**src/rtl/ins_frame_parser.sv**
```systemverilog
// ins_frame_parser
//   Frame head detector for the DMA AXI-stream input FIFO.
//   A frame starts with HEAD_WORDS header words. When all of them equal the
//   same head value, the frame is classified as one of:
//     - INST  : the next INST_WORDS config words fill a shadow register,
//               which is copied to instr_code in one step at frame end.
//     - DAT0  : the ifmap store pops the FIFO directly until fifo_last.
//     - DAT1  : the weight store pops the FIFO directly until fifo_last.
//   Unknown heads are drained to fifo_last. Short frames abort to IDLE.
//   Both cases pulse hdr_err and bump the saturating err_cnt.
//
//   Optional build macro: STRB_CHECK_EN. When it is defined, a header or
//   config word accepted with partial byte strobes is treated as an error.
//   When it is undefined, fifo_strb_din is ignored.
//
//   Handshake: the FIFO is first-word-fall-through. A word moves only in a
//   cycle where fifo_read_dout and fifo_empty_n_din are both 1. All word
//   counting and all state changes driven by data use those accepted words
//   only. The store side sees the same rule through dsN_empty_n and dsN_read.
//
//   state_dbg exposes the FSM state:
//     0 IDLE, 1 HEAD, 2 CHEK, 3 INST, 4 DAT0, 5 DAT1, 6 DRAIN
module ins_frame_parser #(
  parameter int          TBITS      = 64,
  parameter int          TBYTE      = TBITS / 8,
  parameter int          HEAD_WORDS = 2,
  parameter int          INST_WORDS = 3,
  parameter logic [63:0] INST_HEAD  = 64'hefef123abbeeff22,
  parameter logic [63:0] DAT0_HEAD  = 64'hefef6543dadaff11,
  parameter logic [63:0] DAT1_HEAD  = 64'hefef6543dadaff22
) (
  input  logic                     clk,
  input  logic                     reset,
  input  logic [TBITS-1:0]         fifo_data_din,
  input  logic [TBYTE-1:0]         fifo_strb_din,
  input  logic                     fifo_last_din,
  input  logic                     fifo_empty_n_din,
  output logic                     fifo_read_dout,
  output logic                     ds0_empty_n,
  input  logic                     ds0_read,
  output logic                     ds1_empty_n,
  input  logic                     ds1_read,
  output logic [TBITS-1:0]         ds_data,
  output logic                     ds_last,
  output logic [INST_WORDS*64-1:0] instr_code,
  output logic                     instr_valid,
  output logic                     start_reg,
  output logic                     hdr_err,
  output logic [7:0]               err_cnt,
  output logic [2:0]               state_dbg
);

  localparam logic [2:0] S_IDLE  = 3'd0;
  localparam logic [2:0] S_HEAD  = 3'd1;
  localparam logic [2:0] S_CHEK  = 3'd2;
  localparam logic [2:0] S_INST  = 3'd3;
  localparam logic [2:0] S_DAT0  = 3'd4;
  localparam logic [2:0] S_DAT1  = 3'd5;
  localparam logic [2:0] S_DRAIN = 3'd6;

  localparam logic [2:0] HEAD_LAST = 3'(HEAD_WORDS - 1);
  localparam logic [2:0] INST_LAST = 3'(INST_WORDS - 1);

  logic [2:0]                 state;
  logic [2:0]                 state_nxt;
  logic [2:0]                 hcnt;
  logic [2:0]                 icnt;
  logic [HEAD_WORDS*64-1:0]   hdr_sr;
  logic [INST_WORDS*64-1:0]   shadow;
  logic [INST_WORDS*64-1:0]   commit_code;
  logic [63:0]                word;
  logic                       accept;
  logic                       strb_bad;
  logic                       all_inst;
  logic                       all_dat0;
  logic                       all_dat1;
  logic                       err_now;
  logic                       commit_now;

  assign word = fifo_data_din[63:0];

`ifdef STRB_CHECK_EN
  assign strb_bad = ~(&fifo_strb_din);
`else
  // Strobes are not checked in this build. The reduction keeps the port
  // referenced, and the AND with 0 removes it from the logic.
  assign strb_bad = 1'b0 & ~(&fifo_strb_din);
`endif

  // Store side: a pass-through of the FIFO head, gated per channel.
  assign ds_data     = fifo_data_din;
  assign ds_last     = fifo_last_din;
  assign ds0_empty_n = (state == S_DAT0) & fifo_empty_n_din;
  assign ds1_empty_n = (state == S_DAT1) & fifo_empty_n_din;
  assign start_reg   = instr_code[63];
  assign state_dbg   = state;
  assign accept      = fifo_read_dout & fifo_empty_n_din;

  // Pop source: the parser pops in header, config and drain states, and the
  // active store pops in the data states.
  always_comb begin
    fifo_read_dout = 1'b0;
    case (state)
      S_HEAD, S_INST, S_DRAIN: fifo_read_dout = fifo_empty_n_din;
      S_DAT0:                  fifo_read_dout = ds0_read;
      S_DAT1:                  fifo_read_dout = ds1_read;
      default:                 fifo_read_dout = 1'b0;
    endcase
  end

  // Header match: every captured header word must equal the same head value.
  always_comb begin
    all_inst = 1'b1;
    all_dat0 = 1'b1;
    all_dat1 = 1'b1;
    for (int k = 0; k < HEAD_WORDS; k++) begin
      all_inst = all_inst & (hdr_sr[k*64 +: 64] == INST_HEAD);
      all_dat0 = all_dat0 & (hdr_sr[k*64 +: 64] == DAT0_HEAD);
      all_dat1 = all_dat1 & (hdr_sr[k*64 +: 64] == DAT1_HEAD);
    end
  end

  // Commit image: the shadow words collected so far, plus the word being
  // accepted now, placed in its own slot.
  always_comb begin
    commit_code = shadow;
    for (int k = 0; k < INST_WORDS; k++) begin
      if (icnt == 3'(k)) commit_code[k*64 +: 64] = word;
    end
  end

  // Next-state logic, with the error and commit events for this cycle.
  always_comb begin
    state_nxt  = state;
    err_now    = 1'b0;
    commit_now = 1'b0;
    case (state)
      S_IDLE: begin
        if (fifo_empty_n_din) state_nxt = S_HEAD;
      end
      S_HEAD: begin
        if (accept) begin
          if (fifo_last_din) begin
            err_now   = 1'b1;
            state_nxt = S_IDLE;
          end else if (strb_bad) begin
            err_now   = 1'b1;
            state_nxt = S_DRAIN;
          end else if (hcnt == HEAD_LAST) begin
            state_nxt = S_CHEK;
          end
        end
      end
      S_CHEK: begin
        if (all_inst)      state_nxt = S_INST;
        else if (all_dat0) state_nxt = S_DAT0;
        else if (all_dat1) state_nxt = S_DAT1;
        else begin
          err_now   = 1'b1;
          state_nxt = S_DRAIN;
        end
      end
      S_INST: begin
        if (accept) begin
          if (strb_bad) begin
            err_now   = 1'b1;
            state_nxt = fifo_last_din ? S_IDLE : S_DRAIN;
          end else if (icnt == INST_LAST) begin
            commit_now = 1'b1;
            state_nxt  = S_IDLE;
          end else if (fifo_last_din) begin
            err_now   = 1'b1;
            state_nxt = S_IDLE;
          end
        end
      end
      S_DAT0, S_DAT1, S_DRAIN: begin
        if (accept && fifo_last_din) state_nxt = S_IDLE;
      end
      default: state_nxt = S_IDLE;
    endcase
  end

  // State register, status pulses and the saturating error counter.
  always_ff @(posedge clk or negedge reset) begin
    if (!reset) begin
      state       <= S_IDLE;
      hdr_err     <= 1'b0;
      instr_valid <= 1'b0;
      instr_code  <= '0;
      err_cnt     <= 8'd0;
    end else begin
      state       <= state_nxt;
      hdr_err     <= err_now;
      instr_valid <= commit_now;
      if (commit_now) instr_code <= commit_code;
      if (err_now && (err_cnt != 8'hFF)) err_cnt <= err_cnt + 8'd1;
    end
  end

  // Header capture: the count restarts in IDLE, and accepted words shift in.
  always_ff @(posedge clk or negedge reset) begin
    if (!reset) begin
      hcnt   <= 3'd0;
      hdr_sr <= '0;
    end else if (state == S_IDLE) begin
      hcnt <= 3'd0;
    end else if ((state == S_HEAD) && accept) begin
      hcnt <= hcnt + 3'd1;
      for (int k = HEAD_WORDS - 1; k > 0; k--) begin
        hdr_sr[k*64 +: 64] <= hdr_sr[(k-1)*64 +: 64];
      end
      hdr_sr[63:0] <= word;
    end
  end

  // Config capture into the shadow. The count restarts in CHEK, so a frame
  // that was dropped leaves nothing that a later frame can see.
  always_ff @(posedge clk or negedge reset) begin
    if (!reset) begin
      icnt   <= 3'd0;
      shadow <= '0;
    end else if (state == S_CHEK) begin
      icnt <= 3'd0;
    end else if ((state == S_INST) && accept) begin
      icnt <= icnt + 3'd1;
      for (int k = 0; k < INST_WORDS; k++) begin
        if (icnt == 3'(k)) shadow[k*64 +: 64] <= word;
      end
    end
  end

endmodule

```
**config.mk**
```make
export PLATFORM = sky130hd
export DESIGN_NAME = ins_frame_parser
export DESIGN_NICKNAME = d
export VERILOG_FILES = /design/src/rtl/ins_frame_parser.sv
export SDC_FILE = /design/constraint.sdc
export NUM_CORES = 1
export LEC_CHECK = 0
export CORE_ASPECT_RATIO = 1.2
export CORE_MARGIN = 1.5
export CORE_UTILIZATION = 35
export DETAILED_ROUTE_END_ITERATION = 7
export GPL_TIMING_DRIVEN = 0
export SLEW_MARGIN = 10
export SYNTH_ARGS = -nofsm -noshare
export SYNTH_HDL_FRONTEND = slang
export SYNTH_SLANG_ARGS = --single-unit
```
**constraint.sdc**
```tcl
create_clock -name clk -period 7.07 [get_ports clk]
set_input_delay 1.7675 -clock clk [delete_from_list [all_inputs] [get_ports clk]]
set_output_delay 1.7675 -clock clk [all_outputs]
set_load 0.02 [all_outputs]
```
==> run_results.csv <==
group,metric,value,unit
status,outcome,"finished clean",
finish,drive_gt1_share,13.0,%
sta,slew_violations,0,
logic_synthesis,synth_simple_gate_area_share,17.5,%
logic_synthesis,synth.distinct_cells,54,
sta,finalSetupTns,0,ps
power,p_leak,12.5,nW
sta,worst_slew_pin_slew,1190,ps
logic_synthesis,synth-edff-count,0,
global_routing,gr-usage-met1,23.9,%
drt,drt-initial-drc-count,838,
drt,drc_errors,0,
logic_synthesis,synthAdderAreaFrac,0.442,%
power,powerDensity,318,nW/um^2
critical_path,end_kind,"primary output",
placed_design,gp_congestion,0.825,
critical_path,critPathLaunchType,"input pin",
power,p_total,0.00827,W
logic_synthesis,ys_seq_area_share,59.0,%
finish,area_growth,31.3,%
logic_synthesis,synth_cells,1887,
finish,layout.cells.non_filler,3053,
finish,nFillCells,5249,
sta,finalSetupViolCount,0,
sta,holdWs,475,ps
logic_synthesis,synth_mux_area_share,13.9,%
logic_synthesis,synth_area_leader_cell,"dfrtp_1",
floorplan,dieArea,58000,um^2
finish,register_area,11700,um^2
placed_design,io_buffers,342,
finish,final_area,26000,um^2
sta,hold_viol,0,
sta,rsz0062_at_grt,"no",
critical_path,cp_max_fo,2,
logic_synthesis,netlist_area,19800,um^2
global_routing,use_met2,34.1,%
logic_synthesis,synth_top_family_by_area,"simple AND/OR/NAND/NOR gates",
sta,slew_headroom,20.7,%
cts,h-tree-depth,2,
logic_synthesis,avgSynthCellArea,10.5,um^2
logic_synthesis,yosysWarnings,0,
logic_synthesis,synth_compound_area_share,4.34,%
placed_design,place_area,24300,um^2
drt,vias_per_cell,4.80,
cts,holdBufCountCts,0,
global_routing,grt_first_pass_wirelength,86.5,mm
cts,root_buffer,"clkbuf_16",
floorplan,rows,95,
power,peakVddDrop,167,uV
cts,clockBufferDepth,3,
sta,period_needed,5170,ps
global_routing,grt_pass1_vias,15100,
cts,clk_pin_slew,60,ps
global_routing,antenna_found_initial,0,
floorplan,initial_core_util,35.4,%
cts,clock_latency,600,ps
placed_design,dp.cells,2963,
floorplan,die_y,264,um
critical_path,critPathRequiredTime,5300,ps
global_routing,busiest_layer,"met2",
drt,antenna_left,0,
sta,max_clock_freq,193,MHz
floorplan,die_x,220,um
logic_synthesis,syn-num-nets,1972,
logic_synthesis,synth_common_cells,"nand2_1 (724), dfrtp_1 (467), o21ai_0 (138), mux2_2 (129), mux2i_1 (128)",
cts,cts_tree,"built",
logic_synthesis,synthTopCellsByArea,"dfrtp_1 (59%), nand2_1 (14%), mux2_2 (7.3%)",
critical_path,critical_path_arrival,3400,ps
cts,post_cts_resized,0,
drt,vias,14700,
placed_design,hpwl,40.0,mm
critical_path,crit_type,"in -> out",
floorplan,io_pins,352,
flow_run,cap_violations,0,
logic_synthesis,synthFlopType,"dfrtp_1",
cts,cts_setup_buffers,0,
logic_synthesis,synth_xor_area_share,0.177,%
logic_synthesis,synth_seq_cells,467,
drt,dr.pass1.iters,5,
global_routing,gr-total-overflow,0,
logic_synthesis,async_flop_share,100,%
sta,fin_skew,24.2,ps
finish,multi_input_area,7220,um^2
sta,fin_crit_sh,73.1,%
drt,drt-total-wl,55.4,mm
global_routing,use_met3,2.38,%
cts,cts_made_buffers,50,
cts,numClockSinks,467,
global_routing,grt_max_degree,113,
finish,nets,2373,
logic_synthesis,synth.most_common_cell,"nand2_1",
drt,avgRoutedWirePerCell,18.2,um
logic_synthesis,yosysTopAreaCellShare,59.0,%
min_path,holdCritPathClass,"reg -> reg",
floorplan,core,56000,um^2
global_routing,grtUsageTotal,19.2,%
-- state kept, by name, indices dropped and copies added (netlist names) --
signal,flops
hdr_err,1
state_dbg,3
instr_valid,1
hcnt,3
icnt,3
err_cnt,8
hdr_sr,128
instr_code,192
shadow,128
-- per-stage QoR --
step | setup WS (ps) | utilization [%]
floorplan | 2640 | -
global placement | -16420 | 43.1
detailed placement | 1300 | 43.4
CTS | 1890 | 46.4
global route | 1850 | 46.4
finish | 1900 | 46.4
-- power by group --
group	leakage (nW)	internal, W	switching, W
clock network	0.829	0.00159	0.00109
logic	5.38	0.000890	0.00103
registers	6.32	0.00325	0.000417
total	12.5	0.00573	0.00254
-- kinds of logic (layout without fill, tap and decap cells) --
family / count (synthesis) / in the layout
flip-flops: 467 / 467
XOR/XNOR: 4 / 4
multiplexers: 259 / 259
AND/OR/NAND/NOR: 822 / 822
other: 0 / 2
adder cells (fa/ha/maj): 7 / 7
buffers and inverters: 173 / 610
AO/OA/AOI/OAI: 155 / 155
-- final cells by class --
class | instances | share of cell area, %
flip-flops and latches | 467 | 44.9
multi-input cells | 1247 | 27.8
repair buffers | 349 | 13.8
clock buffers | 78 | 6.04
well taps | 727 | 3.50
plain buffers | 167 | 3.42
clock inverters | 10 | 0.438
inverters | 6 | 0.0866
diodes | 2 | 0.0192
-- worst paths after layout --
check / startpoint / endpoint / slack (ps) / cells past startpoint
max: ds0_read / fifo_read_dout / 1900 / 5
min: instr_code[167] / instr_code[167] / 470 / 2
max reg2reg: icnt[0] / instr_code[137] / 2970 / 9
min reg2reg: instr_code[167] / instr_code[167] / 470 / 2
max in group asynchronous: reset / instr_code[178] / 4540 / 3
min in group asynchronous: reset / instr_code[159] / 1090 / 1
-- metal layers --
layer / wire length (um) / vias to the layer above
li1: - / 6957
met1: 22900 / 7340
met2: 29200 / 284
met3: 1930 / 82
met4: 1460 / 0
met5: 0 / -
-- layout by cell type (no fill, tap or decap), types with 3 or more instances in the layout --
cell type / synthesis / layout
nand4b_1: 9 / 9
mux2_2: 129 / 129
clkinv_2: 0 / 4
or4bb_1: 6 / 6
nand3b_1: 3 / 3
inv_1: 6 / 6
nor3_1: 3 / 3
ha_1: 7 / 7
clkdlybuf4s50_1: 0 / 341
nand2_1: 724 / 724
dfrtp_1: 467 / 467
buf_1: 16 / 16
nor4b_1: 4 / 4
nand3_1: 8 / 8
xnor2_1: 4 / 4
buf_16: 0 / 5
clkbuf_8: 1 / 16
clkbuf_1: 82 / 91
or4b_1: 4 / 4
clkinv_4: 0 / 3
mux2i_1: 128 / 128
o21ai_0: 138 / 138
nor4_2: 4 / 4
clkbuf_16: 0 / 53
buf_4: 66 / 66
nor2_1: 12 / 10
nand2b_1: 8 / 8
and4bb_2: 3 / 3
nand4_1: 14 / 14
-- critical path, cell delays in order --
cell             delay, ps
clkdlybuf4s50_1        400
mux2_2                 300
o211ai_1               230
o21ai_0                120
clkdlybuf4s50_1        580
Note: power is estimated with default switching activity, not from simulation.
